`src/rtl/traffic_phase_controller.sv`:
```
// Demand-actuated round-robin intersection controller for NUM_PHASES conflicting approaches.
// Optional flash mode is compiled in with `define FLASH_EN.
module traffic_phase_controller #(
  parameter int NUM_PHASES = 4,
  parameter int CNT_W      = 8,
  parameter int GREEN_MIN  = 16,
  parameter int GREEN_MAX  = 48,
  parameter int YELLOW_T   = 2,
  parameter int ALLRED_T   = 2
`ifdef FLASH_EN
  , parameter int FLASH_DIV = 8
`endif
) (
  input  logic                            clk,
  input  logic                            rst,
`ifdef FLASH_EN
  input  logic                            flash,
`endif
  input  logic [NUM_PHASES-1:0]           v_detect,
  output logic [3*NUM_PHASES-1:0]         lights,
  output logic [$clog2(NUM_PHASES)-1:0]   active_phase,
  output logic                            phase_change
);

  localparam int PH_W = $clog2(NUM_PHASES);
  localparam logic [CNT_W-1:0] CNT_MAX   = '1;
  localparam logic [CNT_W-1:0] GMIN_LAST = CNT_W'(GREEN_MIN - 1);
  localparam logic [CNT_W-1:0] GMAX_LAST = CNT_W'(GREEN_MAX - 1);
  localparam logic [CNT_W-1:0] Y_LAST    = CNT_W'(YELLOW_T - 1);
  localparam logic [CNT_W-1:0] AR_LAST   = CNT_W'(ALLRED_T - 1);
`ifdef FLASH_EN
  localparam logic [CNT_W-1:0] FL_LAST   = CNT_W'(FLASH_DIV - 1);
`endif

  // S_FLASH doubles as the "dark" lamp pattern for the flash blink.
  typedef enum logic [1:0] {S_GREEN, S_YELLOW, S_ALLRED, S_FLASH} state_t;

  state_t                state;
  logic [CNT_W-1:0]      counter;
  logic [NUM_PHASES-1:0] req;
  logic [NUM_PHASES-1:0] act_mask;
  logic [NUM_PHASES-1:0] req_eff;
  logic [PH_W-1:0]       next_phase;
  logic [PH_W-1:0]       green_phase;
  logic                  other_req;
  logic                  gap_out;
  logic                  max_out;
`ifdef FLASH_EN
  logic [1:0]            flash_sync;
  logic                  flash_dark;
  logic                  from_flash;
`endif

  function automatic logic [3*NUM_PHASES-1:0] lamp_word(input state_t mode,
                                                        input logic [PH_W-1:0] ph);
    logic [3*NUM_PHASES-1:0] w;
    w = '0;
    for (int p = 0; p < NUM_PHASES; p++) begin
      if (PH_W'(p) == ph && mode == S_GREEN)       w[3*p +: 3] = 3'b001;
      else if (PH_W'(p) == ph && mode == S_YELLOW) w[3*p +: 3] = 3'b010;
      else if (mode == S_FLASH)                    w[3*p +: 3] = 3'b000;
      else                                         w[3*p +: 3] = 3'b100;
    end
    return w;
  endfunction

  always_comb begin
    act_mask = '0;
    act_mask[active_phase] = 1'b1;
    other_req = |(req & ~act_mask);
    gap_out   = (counter >= GMIN_LAST) && !v_detect[active_phase];
    max_out   = (counter >= GMAX_LAST);
    // Clearance-time detects count too, so fold in the live inputs.
    req_eff    = req | v_detect;
    next_phase = active_phase;
    for (int i = NUM_PHASES; i >= 1; i--) begin
      if (req_eff[(int'(active_phase) + i) % NUM_PHASES])
        next_phase = PH_W'((int'(active_phase) + i) % NUM_PHASES);
    end
`ifdef FLASH_EN
    green_phase = from_flash ? '0 : next_phase;
`else
    green_phase = next_phase;
`endif
  end

  always_ff @(posedge clk or posedge rst) begin
    if (rst) begin
      state        <= S_GREEN;
      active_phase <= '0;
      lights       <= lamp_word(S_GREEN, '0);
      counter      <= '0;
      req          <= '0;
      phase_change <= 1'b0;
`ifdef FLASH_EN
      flash_sync   <= 2'b00;
      flash_dark   <= 1'b0;
      from_flash   <= 1'b0;
`endif
    end else begin
      phase_change <= 1'b0;
      counter      <= (counter == CNT_MAX) ? counter : counter + 1'b1;
      for (int p = 0; p < NUM_PHASES; p++) begin
        if (v_detect[p] && !(state == S_GREEN && PH_W'(p) == active_phase))
          req[p] <= 1'b1;
      end
`ifdef FLASH_EN
      flash_sync <= {flash_sync[0], flash};
      if (flash_sync[1]) begin
        req <= '0;
        if (state != S_FLASH) begin
          state      <= S_FLASH;
          counter    <= '0;
          flash_dark <= 1'b0;
          lights     <= lamp_word(S_ALLRED, active_phase);
        end else if (counter == FL_LAST) begin
          counter    <= '0;
          flash_dark <= ~flash_dark;
          lights     <= lamp_word(flash_dark ? S_ALLRED : S_FLASH, active_phase);
        end
      end else
`endif
      begin
        case (state)
          S_GREEN: begin
            if (other_req && (gap_out || max_out)) begin
              state   <= S_YELLOW;
              counter <= '0;
              lights  <= lamp_word(S_YELLOW, active_phase);
            end
          end
          S_YELLOW: begin
            if (counter == Y_LAST) begin
              state   <= S_ALLRED;
              counter <= '0;
              lights  <= lamp_word(S_ALLRED, active_phase);
            end
          end
          S_ALLRED: begin
            if (counter == AR_LAST) begin
              state             <= S_GREEN;
              counter           <= '0;
              active_phase      <= green_phase;
              lights            <= lamp_word(S_GREEN, green_phase);
              phase_change      <= 1'b1;
              req[green_phase]  <= 1'b0;
`ifdef FLASH_EN
              from_flash        <= 1'b0;
`endif
            end
          end
`ifdef FLASH_EN
          S_FLASH: begin
            state      <= S_ALLRED;
            counter    <= '0;
            from_flash <= 1'b1;
            lights     <= lamp_word(S_ALLRED, active_phase);
          end
`endif
          default: begin
            state   <= S_ALLRED;
            counter <= '0;
            lights  <= lamp_word(S_ALLRED, active_phase);
          end
        endcase
      end
    end
  end

endmodule

```
`config.mk`:
```
export PLATFORM = sky130hd
export DESIGN_NAME = traffic_phase_controller
export DESIGN_NICKNAME = d
export VERILOG_FILES = /design/src/rtl/traffic_phase_controller.sv
export SDC_FILE = /design/constraint.sdc
export NUM_CORES = 1
export LEC_CHECK = 0
export ABC_AREA = 1
export BUFFER_PORTS_ARGS = -buffer_cell sky130_fd_sc_hd__buf_2
export CORE_MARGIN = 4
export CORE_UTILIZATION = 38
export CTS_CLUSTER_SIZE = 10
export DETAILED_ROUTE_END_ITERATION = 7
export PLACE_DENSITY = 0.57
export SYNTH_ARGS = -nofsm -noshare
export SYNTH_HDL_FRONTEND = slang
export SYNTH_SLANG_ARGS = --single-unit
export TNS_END_PERCENT = 100
```
`constraint.sdc`:
```
create_clock -name clk -period 2.2 [get_ports clk]
set_input_delay 0 -clock clk [delete_from_list [all_inputs] [get_ports clk]]
set_output_delay 0 -clock clk [all_outputs]
set_load 0.05 [all_outputs]
```
# Word-level counts from Yosys, hierarchy flattened
# Cells that the tools add are included.
[classes]
add_sub_neg = 5
order_cmp = 10
eq_ne = 13
mux = 50
bitwise = 9
n_reduce_logical = 29
[op_table]
columns = ["operator", "n"]
rows = [
  ["12-bit 2-to-1 mux", 3],
  ["12-bit case mux with 3 select lines", 1],
  ["3-bit 2-to-1 mux", 8],
  ["8-bit 2-to-1 mux", 3],
  ["1-bit 2-to-1 mux", 17],
  ["3-bit by 4-bit < comparator with 1-bit output (second input constant)", 4],
  ["8-bit case mux with 2 select lines", 1],
  ["2-bit 2-to-1 mux", 7],
  ["1-bit logical AND", 12],
  ["1-bit binary-select mux with 2-bit select", 5],
  ["2-bit OR reduction", 5],
  ["8-bit by 1-bit adder with 8-bit output (second input constant)", 1],
  ["4-bit bitwise AND", 2],
  ["2-bit == test (first input constant)", 4],
  ["8-bit by 1-bit == test with 1-bit output (second input constant)", 1],
  ["8-bit == test (second input constant)", 1],
  ["8-bit by 4-bit greater-or-equal comparator with 1-bit output (second input constant)", 1],
  ["8-bit by 6-bit greater-or-equal comparator with 1-bit output (second input constant)", 1],
  ["4-bit 2-to-1 mux", 2],
  ["4-bit inverter", 2],
  ["2-bit zero test", 3],
  ["2-bit by 3-bit < comparator with 1-bit output (second input constant)", 2],
  ["2-bit case mux with 3 select lines", 1],
  ["1-bit zero test", 5],
  ["other kinds (15)", 24],
]
[totals]
register_bits = 29
output_inout_bits = 15
word_cells = 122

# Longest topological paths before layout
[depth]
depth_word = 18
ltp_mapped = 14
mapped_depth_nobuf = 13

# Least setup slack after synthesis
# Ideal clock, no wire load.
[synth_path]
path_type = "flip-flop to flip-flop"
from = "reg active_phase[1]"
to = "reg req[3]"
setup_time_ns = 0.117
arrival_ns = 1.979
setup_slack_ns = 0.104
stages_incl_launch_ff = 13
n_path_buf = 0
period_less_slack_ns = 2.096
cell_sequence = "dfrtp_1 > inv_1 > ha_1 > inv_1 > nand3_1 > o21ai_1 > nand2_2 > nand2_2 > nand2_2 > nand2_4 > nand2_2 > o21ai_1 > inv_1"
[synth_between]
elab_chain_cells = 16
elab_cells_between_ends = 34
classes_between = "add/sub: 4; order compare: 2; eq/ne: 1; mux: 21; bitwise: 2; reduce/logical: 4"
[synth_lines]
columns = ["item", "line", "rtl"]
rows = [
  ["start: declaration", "21", "output logic [$clog2(NUM_PHASES)-1:0] active_phase,"],
  ["start signal: assignment", "143", "active_phase <= green_phase;"],
  ["2-bit by 1-bit adder with 2-bit output", "77, 78", ""],
  ["1-bit binary-select mux with 2-bit select", "77", "if (req_eff[(int'(active_phase) + i) % NUM_PHASES])"],
  ["1-bit 2-to-1 mux (not written as such) (2 in series)", "77", ""],
  ["2-bit 2-to-1 mux (4 in series)", "77", ""],
  ["2-bit by 3-bit < comparator with 1-bit output (not written as such) or 2-bit by 1-bit greater-or-equal comparator with 1-bit output (tied branches)", "146", "req[green_phase] <= 1'b0;"],
  ["1-bit logical AND (not written as such)", "146", ""],
  ["1-bit 2-to-1 mux (not written as such)", "146", ""],
  ["1-bit demux with 2-bit select", "146", ""],
  ["4-bit inverter (no line)", "n/a", ""],
  ["4-bit bitwise AND (no line)", "n/a", ""],
  ["4-bit 2-to-1 mux", "140", "if (counter == AR_LAST) begin"],
  ["4-bit 2-to-1 mux *", "124", "case (state)"],
  ["end signal: assignment", "93", "req <= '0;"],
  ["end signal: indexed assignment", "105", "req[p] <= 1'b1;"],
  ["end signal: indexed assignment", "146", ""],
  ["end: declaration", "40", "logic [NUM_PHASES-1:0] req;"],
]
# Mark *: on every way between the ends. The rest lies on a longest branch, timed or not. The select of a mux whose other input is x is not followed.
# A chain may end at the register's enable or synchronous reset.

# Final worst setup path
# Ends and elaborated chain as after synthesis.

==> results.toml <==
[outcome]
outcome = "completed"

[placed_design]
dpl_cell_area_um2 = 1980
dp_hpwl_um = 3010
place_inst = 291
port_buffers = 20
gp_congestion = 0.873

[logic_synthesis]
synth_fa_ha_area_share_pct = 7.57
synth_cell_types = 31
synth_mux_area_share_pct = 0
async_flop_share_pct = 100
synth_top_family_by_area = "simple AND/OR/NAND/NOR gates"
synth.net_count = 236
synth_warnings = 0
synthFlopType = "dfrtp_1"
synth-seq-cells = 29
syn-cell-area_um2 = 1820
syn_area_per_cell_um2 = 8.31
synth_xor_xnor_area_share_pct = 1.44
synth_compound_area_share_pct = 15.3
yosysSeqAreaShare_pct = 40.2
synthCells = 219
synth-edff-count = 0
synthSimpleGateAreaFrac_pct = 28.3

[grt]
grt_overflow = 0
grt_use_met3_pct = 4.68
grt_pass1_wl_um = 6940
grt_usage_pct = 14.6
use_met2_pct = 20.2
grt-busiest-layer = "met1"
met1_usage_pct = 21.8
grt_max_degree = 20
antenna_found_initial = 0
first_global_vias = 1377

[cells_and_area]
fin_cells = 300
drive_above_1_share_pct = 29.0
diodes = 0
fin_area_um2 = 2100
nFillCells = 446
multi_input_area_um2 = 958
regArea_um2 = 731
syn_to_final_growth_pct = 15.6
nets = 264

[routing]
wl_per_cell_um = 13.3
vias = 1463
avgViaCountPerCell = 4.88
wl_um = 3980
postRouteAntennaNets = 0
drcViolationCount = 0
dr.pass1.iters = 4
drt_iter0_drc = 99

[worst_setup_path]
crit_chain = "inv_1, ha_1, inv_1, nand3_1, o21ai_1, nand2_2, nand2_2, nand2_2, nand2_4, nand2_2, o21ai_1, inv_1"
cpMostUsedCell = "nand2_2"
critPathLaunch = "active_phase[1]"
cp_data_required_time_ns = 2.37
r2r_cells = 12
cp-start-kind = "register"
cpPeakStageDelay_ns = 0.44
r2r_start = "active_phase[1]"
end_kind = "register"
worstSetupPathType = "register to register"
cp_slowest_cell = "dfrtp_1"
worstPathMaxFanout = 7
arrival_ns = 2.10

[clocking]
cts_made_buffers = 5
clk_pin_slew_ns = 0.06
post_cts_buffers = 0
clkSinkCount = 29
cts_tree = "yes"
clock-root-buffer = "clkbuf_8"
cts_buffer_depth = 2
insertion_delay_ns = 0.28
htreeDepth = 2

[hold_path]
min-delay-start = "v_detect[0]"
worstHoldPathType = "input pin to register"
min_path_cells = 3

[floorplanning]
start_util_pct = 40.4
die_area_um2 = 5960
io_pins = 21
core_area_um2 = 4500
num_rows = 24
dieWidth_um = 77.2
die_h_um = 77.2

[sta]
setup_violations = 0
fmax_mhz = 518
skew_ns = 0.00532
timing_max_transition_violations_final = 0
period_needed_ns = 1.93
period_share_pct = 87.8
whs_ns = 0.0711
maxSlewHeadroom_pct = 52.6
fin_tns_setup_ns = 0
rsz0062_at_grt = "no"
tightest_slew_ns = 0.710
finalHoldViolCount = 0

[power_and_ir_drop]
powerDensity_nw_per_um2 = 539
design_power_total_uw = 1130
p_leak_uw = 0.00104
peakVddDrop_uv = 363

[flow_run]
max_cap_viol_count = 0
[placed cells by master (no fill, tap or decap), drive strengths merged, types with 2 or more instances in the layout]
| cell | n |
|---|---|
| nor2 | 29 |
| nor3 | 2 |
| clkbuf | 7 |
| o21ai | 25 |
| nand3 | 16 |
| nand2 | 55 |
| dfrtp | 25 |
| nand4 | 2 |
| ha | 11 |
| xor2 | 3 |
| dfstp | 4 |
| buf | 22 |
| a21oi | 12 |
| a21o | 2 |
| inv | 26 |
[registers in the layout, summed over array words and instances (netlist names)]
name	count
req	4
phase_change	1
state	2
active_phase	2
counter	8
lights	12
[cell usage after synthesis, types with 5 or more instances]
cell | instances | area, um2
nand3_2 | 5 | 50.1
nor2_1 | 25 | 93.8
o21ai_0 | 8 | 40.0
o21ai_2 | 5 | 43.8
a21oi_1 | 6 | 30.0
nand2_2 | 8 | 50.1
a21oi_2 | 6 | 52.6
nand2_1 | 44 | 165
nand3_1 | 11 | 55.1
dfrtp_1 | 25 | 626
ha_1 | 11 | 138
inv_1 | 21 | 78.8
o21ai_1 | 12 | 60.1
[metrics by stage]
stage               utilization (%)  worst slack (ns)
floorplan                         -             0.104
global placement               43.9             0.321
detailed placement             43.9             0.281
CTS                            46.7             0.263
global route                   46.7            0.0858
finish                         46.7             0.268
[where the power goes]
group | switching [uW] | internal [uW]
registers | 0.000000000000234 | 534
logic | 15.1 | 6.64
clock network | 210 | 369
[worst max-delay path: cells and delay by family (launching register included)]
family                   cells  cell delay [ns]
AO/OA/AOI/OAI                2             0.25
adder cells (fa/ha/maj)      1             0.33
buffers and inverters        3             0.30
flip-flops                   1             0.44
AND/OR/NAND/NOR              6             0.50
[cell families (layout without fill, tap and decap cells)]
family / Yosys count / in the layout
xor gates and xnor gates: 3 / 3
DFF: 29 / 29
buffers and inverters: 29 / 58
adders and majority gates: 11 / 11
and+or+nand+nor: 104 / 104
AOI/OAI and AO/OA: 43 / 43
[worst paths after layout]
| kind | to | slack [ns] |
|---|---|---|
| worst max-delay path | req[3] | 0.27 |
| worst min-delay path | req[0] | 0.07 |
| worst max register to register | req[3] | 0.27 |
| worst min register to register | lights[0] | 0.47 |
| max in group asynchronous | active_phase[0] | 1.20 |
| min in group asynchronous | state[0] | 0.37 |
[metal layers]
layer	vias to the layer above	routed length, um
met2	36	1650
met4	0	36
met1	662	2080
met5	-	0
li1	760	-
met3	5	215
[repair_timing]
action | in CTS | in global routing
setup endpoints to repair | 0 | 0
hold buffers | 1 | 0
gates resized for setup | 0 | 0
hold endpoints to repair | 14 | 0
[cell type report]
class / instances / share of cell area (%)
multi-input combinational: 161 / 45.6
clock buffer: 7 / 4.10
clock inverter: 1 / 1.43
timing repair buffer: 23 / 5.95
tap: 52 / 3.09
sequential: 29 / 34.7
inverter: 27 / 5.12
No activity file was read; power rests on OpenSTA's default activity.
